`src/rtl/timer_pkg.sv`:
```
// Shared types and helpers for the multi-channel timer.
package timer_pkg;

  typedef enum logic [1:0] {
    TMR_IDLE  = 2'd0,
    TMR_RUN   = 2'd1,
    TMR_PAUSE = 2'd2
  } tmr_state_e;

  // Width of a counter that must hold values 0..hold inclusive.
  function automatic int hold_w(input int hold);
    return $clog2(hold + 1);
  endfunction

endpackage

```
`src/rtl/timer_channel.sv`:
```
// One timer channel: IDLE/RUN/PAUSE FSM, prescaler, down-counter and irq stretcher.
module timer_channel
  import timer_pkg::*;
#(
  parameter int CNT_W    = 32,
  parameter int PRESC_W  = 8,
  parameter int IRQ_HOLD = 16
) (
  input  logic               clk,
  input  logic               rst,
  input  logic [PRESC_W-1:0] prescale,
  input  logic               timer_en,
  input  logic               start,
  input  logic               pause,
  input  logic               auto_reload,
  input  logic               int_en,
  input  logic [CNT_W-1:0]   load_val,
  output logic               count,
  output logic [CNT_W-1:0]   cnt_val,
  output logic               done,
  output logic               irq
);

  localparam int HOLD_W = hold_w(IRQ_HOLD);

  tmr_state_e          state_q, state_d;
  logic [CNT_W-1:0]    cnt_q, cnt_d;
  logic [PRESC_W-1:0]  presc_q, presc_d;
  logic [HOLD_W-1:0]   hold_q, hold_d;
  logic                done_q, done_d;
  logic                active, tick, expire;

  always_comb begin
    state_d = state_q;
    cnt_d   = cnt_q;
    presc_d = presc_q;
    hold_d  = (hold_q != '0) ? hold_q - 1'b1 : hold_q;
    done_d  = 1'b0;
    tick    = 1'b0;
    expire  = 1'b0;

    // Counting is gated directly by the pause level so the freeze matches it cycle for cycle.
    active = (state_q != TMR_IDLE) && !pause;

    if (active) begin
      if (presc_q == prescale) begin
        tick    = 1'b1;
        presc_d = '0;
      end else begin
        presc_d = presc_q + 1'b1;
      end
    end

    if (tick) begin
      if (cnt_q != '0) cnt_d = cnt_q - 1'b1;
      else             expire = 1'b1;
    end

    if (state_q != TMR_IDLE) state_d = pause ? TMR_PAUSE : TMR_RUN;

    if (expire && !start && timer_en) begin
      done_d = 1'b1;
      if (int_en) hold_d = HOLD_W'(IRQ_HOLD);
      if (auto_reload) cnt_d = load_val;
      else             state_d = TMR_IDLE;
    end

    if (start && timer_en) begin
      cnt_d   = load_val;
      presc_d = '0;
      state_d = pause ? TMR_PAUSE : TMR_RUN;
    end

    // Disable wins over everything except reset; the irq hold keeps draining.
    if (!timer_en) begin
      state_d = TMR_IDLE;
      cnt_d   = cnt_q;
      presc_d = '0;
    end
  end

  always_ff @(posedge clk) begin
    if (rst) begin
      state_q <= TMR_IDLE;
      cnt_q   <= '0;
      presc_q <= '0;
      hold_q  <= '0;
      done_q  <= 1'b0;
    end else begin
      state_q <= state_d;
      cnt_q   <= cnt_d;
      presc_q <= presc_d;
      hold_q  <= hold_d;
      done_q  <= done_d;
    end
  end

  assign count   = (state_q != TMR_IDLE);
  assign cnt_val = cnt_q;
  assign done    = done_q;
  assign irq     = (hold_q != '0);

endmodule

```
`src/rtl/timer_multi_ch.sv`:
```
// NUM_CH independent down-counting timers sharing a clock and prescale value.
module timer_multi_ch
  import timer_pkg::*;
#(
  parameter int NUM_CH   = 4,
  parameter int CNT_W    = 32,
  parameter int PRESC_W  = 8,
  parameter int IRQ_HOLD = 16
) (
  input  logic                      clk,
  input  logic                      rst,
  input  logic [PRESC_W-1:0]        prescale,
  input  logic [NUM_CH-1:0]         timer_en,
  input  logic [NUM_CH-1:0]         start,
  input  logic [NUM_CH-1:0]         pause,
  input  logic [NUM_CH-1:0]         auto_reload,
  input  logic [NUM_CH-1:0]         int_en,
  input  logic [NUM_CH*CNT_W-1:0]   load_val,
  output logic [NUM_CH-1:0]         count,
  output logic [NUM_CH*CNT_W-1:0]   cnt_val,
  output logic [NUM_CH-1:0]         done,
  output logic [NUM_CH-1:0]         irq,
  output logic                      irq_any
);

  for (genvar i = 0; i < NUM_CH; i++) begin : g_ch
    timer_channel #(
      .CNT_W    (CNT_W),
      .PRESC_W  (PRESC_W),
      .IRQ_HOLD (IRQ_HOLD)
    ) u_ch (
      .clk         (clk),
      .rst         (rst),
      .prescale    (prescale),
      .timer_en    (timer_en[i]),
      .start       (start[i]),
      .pause       (pause[i]),
      .auto_reload (auto_reload[i]),
      .int_en      (int_en[i]),
      .load_val    (load_val[i*CNT_W +: CNT_W]),
      .count       (count[i]),
      .cnt_val     (cnt_val[i*CNT_W +: CNT_W]),
      .done        (done[i]),
      .irq         (irq[i])
    );
  end

  assign irq_any = |irq;

endmodule
```
`config.mk`:
```
export PLATFORM = sky130hd
export DESIGN_NAME = timer_multi_ch
export DESIGN_NICKNAME = d
export VERILOG_FILES = /design/src/rtl/timer_pkg.sv /design/src/rtl/timer_channel.sv /design/src/rtl/timer_multi_ch.sv
export SDC_FILE = /design/constraint.sdc
export NUM_CORES = 1
export LEC_CHECK = 0
export ABC_AREA = 1
export BUFFER_PORTS_ARGS = -buffer_cell sky130_fd_sc_hd__buf_2
export CAP_MARGIN = 20
export CORE_MARGIN = 8
export CORE_UTILIZATION = 61
export CTS_CLUSTER_DIAMETER = 80
export DETAILED_ROUTE_END_ITERATION = 12
export PLACE_DENSITY = 0.87
export SLEW_MARGIN = 20
export SYNTH_ARGS = -nofsm -noshare
export SYNTH_HDL_FRONTEND = slang
export SYNTH_SLANG_ARGS = --single-unit
```
`constraint.sdc`:
```
create_clock -name clk -period 5.25 [get_ports clk]
set_input_delay 0.2625 -clock clk [delete_from_list [all_inputs] [get_ports clk]]
set_output_delay 0.2625 -clock clk [all_outputs]
set_load 0.02 [all_outputs]
```
---- After elaboration in Yosys (flattened, before gate mapping) ----
Index checks and enable logic that the tools add are counted.
storage, ports and cells
  bits in registers ....................... 192
  bits of input ports ..................... 158
  output and inout bits ................... 141
  logic and storage cells ................. 161
cells by class
  add/sub/neg operators ................... 12
  equal/unequal tests ..................... 4
  muxes and demuxes ....................... 76
  bitwise gates (word level) .............. 4
  reductions and logical operators ........ 45
operators with widths
  kind                                                                   number
  32-bit two-way mux                                                     20
  32-bit nonzero test                                                    4
  32-bit by 1-bit subtractor with 32-bit output (second input constant)  4
  5-bit two-way mux                                                      12
  2-bit two-way mux                                                      20
  8-bit by 1-bit adder with 8-bit output (second input constant)         4
  8-bit == test                                                          4
  8-bit two-way mux                                                      4
  1-bit two-way mux                                                      20
  5-bit nonzero test                                                     4
  5-bit by 1-bit subtractor with 5-bit output (second input constant)    4
  1-bit logical AND                                                      16
  3-bit OR reduction                                                     4
  1-bit zero test                                                        8
  2-bit nonzero test                                                     4
  2-bit OR reduction                                                     4
  1-bit NOT                                                              4
  4-bit OR reduction                                                     1

---- Logic depth before layout (Yosys ltp) ----
  depth after elaboration ................. 8
  depth in mapped cells ................... 16
  gate-level depth less buffers ........... 15

---- By module ----
A second synthesis with hierarchy kept.
unflattened totals
  cell total of the unflattened synthesis .. 2793
  area total of the unflattened synthesis .. 15934.0 µm²
by module, submodules not included
  module                             times used  cells an instance  area each (µm²)  sequential area each (µm²)
  timer_channel at g_ch[2].u_ch ...  2           702                4006.3           960.9
  timer_channel at g_ch[0].u_ch ...  2           693                3955.0           960.9
  timer_multi_ch                     1           3                  11.3             0.0

---- Least setup slack after synthesis ----
No wires, ideal clock.
  path type ............................... flip-flop to flip-flop
  from .................................... register g_ch[0].u_ch.cnt_q[0]
  to ...................................... register g_ch[0].u_ch.cnt_q[0]
  library setup time ...................... 0.132 ns
  arrival time ............................ 1.890 ns
  required time ........................... 5.118 ns
  slack ................................... 3.228 ns
  stages on the path, launching flop included .. 15
  buffers on the path ..................... 1
  period minus slack after synthesis ...... 2.022 ns
  cells stage by stage .................... dfxtp_1 -> inv_1 -> ha_1 -> inv_1 -> nor2_1 -> nand2_1 -> nor2_1 -> nand3_2 -> nor3_2 -> nand3_4 -> nand2_4 -> buf_2 -> nand2_1 -> nand3_1 -> a21oi_1
between the ends
  word-level cells in the longest chain between the ends .. 7
  elaborated cells on any way between the ends .. 11
  classes of those cells .................. 1 x add/sub; 7 x mux; 3 x reduce/logical
ends and longest elaborated chain
  what                                                                                   line                 RTL
  from (decl)                                                                            timer_channel.sv:27  logic [CNT_W-1:0] cnt_q, cnt_d;
  from (signal assigned)                                                                 timer_channel.sv:91  cnt_q <= cnt_d;
  branches (longest 5 deep; another with 32-bit by 1-bit subtractor with 32-bit output)  n/a
  32-bit two-way mux *                                                                   timer_channel.sv:61  if (expire && !start && timer_en) begin
  32-bit two-way mux *                                                                   timer_channel.sv:68  if (start && timer_en) begin
Every way passes the cells marked *.
A chain may end at the register's enable or synchronous reset.

---- Worst setup path after layout ----
  from .................................... input port timer_en[1]
  to ...................................... register g_ch[1].u_ch.cnt_q[8]
between the ends
  word-level cells in the longest chain between the ends .. 3
  elaborated cells on any way between the ends .. 4
  classes of those cells .................. 2 x mux; 2 x reduce/logical
ends and longest elaborated chain
  what                  line                  RTL
  from (decl)           timer_multi_ch.sv:13  input logic [NUM_CH-1:0] timer_en,
  1-bit logical AND     timer_channel.sv:61
  32-bit two-way mux    timer_channel.sv:61
  32-bit two-way mux    timer_channel.sv:68
  to (signal assigned)  timer_channel.sv:91
  to (decl)             timer_channel.sv:27
Several ways; a longest one is shown, not always the timed one.

==> results.txt <==
----------------------------------------------------
[Critical path]
  Endpoint arrival time on the critical path ... 3.87 ns
  Endpoint type of the worst setup path ... flop
  Cell breakdown of the critical path ... buf_2, clkinv_1, nor2_1, nand4_2, nand2_2, inv_2, nand2_1, nand3_1, a21oi_1
  Maximum fanout count along the critical path ... 40
  Critical Path Source Type ... input pin
  Largest incremental delay on the critical path ... just over 1 ns
  Required time reported for the critical path endpoint ... 5.62 ns
  Start-to-end type of the worst setup path ... input pin to flop
  Slowest stage cell, crit path ... clkinv_1

[Logic synthesis]
  Mapped Nets ... 3026
  Gate count of the mapped netlist ... between 2k and 3k
  Count of different cell masters after synthesis ... 44
  Area share of the leading cell type in the synthesized netlist ... a little under a quarter
  Most frequent cell after synthesis ... nand2_1
  Average cell area after synthesis ... between 5 and 6 um^2
  Sequential share of the synthesized area ... a little under a quarter
  Main flop type after synthesis ... dfxtp_1
  Number of synthesized register bits ... ~190
  Most frequent cells after synthesis ... nand2_1 (862), nor2_1 (453), inv_1 (396)
  Count of yosys warnings during synthesis ... 0
  Top cells by area in the synthesized netlist ... dfxtp_1 (24%), nand2_1 (20%), nor2_1 (11%)
  EDFF count, synth ... 0
  Synth Cell Area ... between 15000 and 20000 um^2
  Post-synth top area cell ... dfxtp_1
  Share of flip-flops with an asynchronous set or reset ... 0%

[Clocking]
  Number of buffers created by CTS ... 17
  Worst-skew pair later-pin latency ... 0.45 ns
  Maximum level of the CTS H-tree ... 4
  Cts repair resizes ... 0
  CTS tree ... built
  Clock transition at the registers of the reported paths ... about 0.080 ns
  Post-cts hold buffer count ... 1
  Root Driver ... clkbuf_16
  Number of post-CTS setup repair buffers ... 0
  TritonCTS sink count ... 192
  Bufs on Longest Clock Path ... 2

[Routing]
  DR vias ... ~19k
  Average via count per standard cell ... ~5.5
  First drt pass iteration count ... 7
  Number of remaining DRC errors ... 0
  Detail Route Antenna Nets ... 0
  Total wire length ... roughly 51000 um
  Average wire per standard cell ... ~15 um
  Initial DRC Count ... about 1.8k

[Die]
  Number of ports placed on the die boundary ... approximately 300
  Die extent in x ... between 150 and 200 um
  Initial cell density of the core ... around 62%
  Vertical die dimension ... 178 um
  Row count ... 59
  Total core area ... ~26000 um^2
  Die outline area ... ~32000 um^2

[Global route]
  Global route overflow ... 0
  Antenna violations before repair ... 6
  Global-route wire length before repair ... 82700 um
  Maximum number of pins on one net before global-route repair ... 62
  Via count of the first global-routing pass ... around 18k
  Global routing usage summed across all routing layers ... between 30% and 40%

[Timing]
  Headroom to the max-slew limit ... 29.1%
  RSZ-0062 raised after global routing ... false
  Setup TNS ... 0 ns
  Number of setup violations in the final report ... 0
  Final worst path period need ... 3.50 ns
  Max Transition Viols Final ... 0
  Worst-case clock skew ... about 0.018 ns
  Measured slew at the worst slew-check pin ... approximately 1.1 ns
  Maximum achievable frequency ... 286 MHz
  Minimum setup slack in the final design ... about 1.8 ns
  Hold Violations, Final ... 0
  Final critical-path share of the clock period ... 66.7%

[Final layout]
  Area of combinational cells with multiple inputs ... 10000 um^2
  Final Net Count ... 3242
  Core occupancy in the finished layout ... 69.3%
  Count of fill cells added during filler insertion ... roughly 2.5k
  Fraction of final layout cells sized beyond drive strength 1 ... 14.7%
  Layout Cells excl Fill ... about 3.4k
  Area occupied by registers ... about 3800 um^2
  Layout area overhead ... 12.1%

[Power]
  Peak VDD IR ... between 0.2 and 0.25 mV
  Ratio of total power to cell area ... 264 nW/um^2
  Leakage power summed over all cells ... around 0.0095 uW

[Job]
  Max capacitance violation total ... 0

[Placement]
  Worst setup slack after placement ... 1.70 ns
  Final weighted congestion in routability-driven placement ... about 0.95
  Post-DP HPWL ... roughly 38000 um
  # port buffers ... 298
  Number of placed instances, taps included ... 3383

[Hold path]
  Kind of path behind the tightest hold check ... input pin to flop

[Outcome]
  Run status ... finished clean

----------------------------------------------------
state kept, by name, indices dropped and copies added (netlist names):
register / cells
g_ch.u_ch.cnt_val: 128
g_ch.u_ch.presc_q: 32
g_ch.u_ch.hold_q: 20
g_ch.u_ch.state_q: 8
g_ch.u_ch.done: 4
layout make-up:
class	instances	area share, %
Inverter	412	8.64
Timing Repair Buffer	305	8.62
Antenna cell	3	0.0418
Tap cell	335	2.33
Multi-Input combinational cell	2140	55.7
Clock inverter	14	0.850
Clock buffer	18	2.44
Sequential cell	192	21.4
metrics by stage:
| step | power (uW) | area (um^2) | hold WS (ns) |
|---|---|---|---|
| floorplan | 2970 | 16000 | 0.334 |
| global placement | 3320 | 17300 | 0.450 |
| detailed placement | 3370 | 17300 | 0.458 |
| CTS | 4720 | 17900 | 0.0346 |
| global route | 5030 | 18000 | 0.0274 |
| finish | 4740 | 18000 | 0.0419 |
per-layer routing:
layer | share of wire, % | GRT usage (%) | wire, um
met5 | 0.067 | 0 | 34
met4 | 3.0 | 12.3 | 1530
met3 | 8.0 | 6.27 | 4080
met2 | 47 | 53.1 | 24000
met1 | 42 | 37.6 | 21400
final timing paths:
path | depth (start not counted) | end | startpoint | slack, ns
setup / recovery | 9 | g_ch[1].u_ch.cnt_val[8] | timer_en[1] | 1.75
hold / removal | 2 | g_ch[0].u_ch.state_q[0] | pause[0] | 0.04
setup reg to reg | 11 | g_ch[1].u_ch.cnt_val[8] | g_ch[1].u_ch.cnt_val[24] | 2.16
hold reg to reg | 2 | g_ch[2].u_ch.hold_q[4] | g_ch[2].u_ch.hold_q[4] | 0.48
where the power goes:
group | internal (uW) | switching (uW)
Sequential | 1570 | 140
Combinational | 557 | 1110
Clock | 688 | 682
Total | 2810 | 1930
critical path, delay by kind of cell:
kind	cells	cell delay [ns]
AO/OA/AOI/OAI	1	0.16
AND/OR/NAND/NOR	5	1.63
buffers and inverters	3	1.79
layout by cell type (no fill, tap or decap), types with 36 or more instances in the layout:
cell type,count
dfxtp_1,192
buf_2,297
o21ai_0,42
a21oi_1,157
nand2_1,862
nor2_1,453
nor3_1,36
inv_1,395
nand3_1,260
nand4_1,98
xor2_1,36
kinds of logic after synthesis:
family	after synthesis	share of synthesized area (%)
fa+ha+maj	16	1.25
flops	192	24.0
compound gates	239	8.17
xor+xnor	63	3.44
simple gates	1822	49.5
buf+inv	520	13.6
Power figures use the tool's default switching activity.
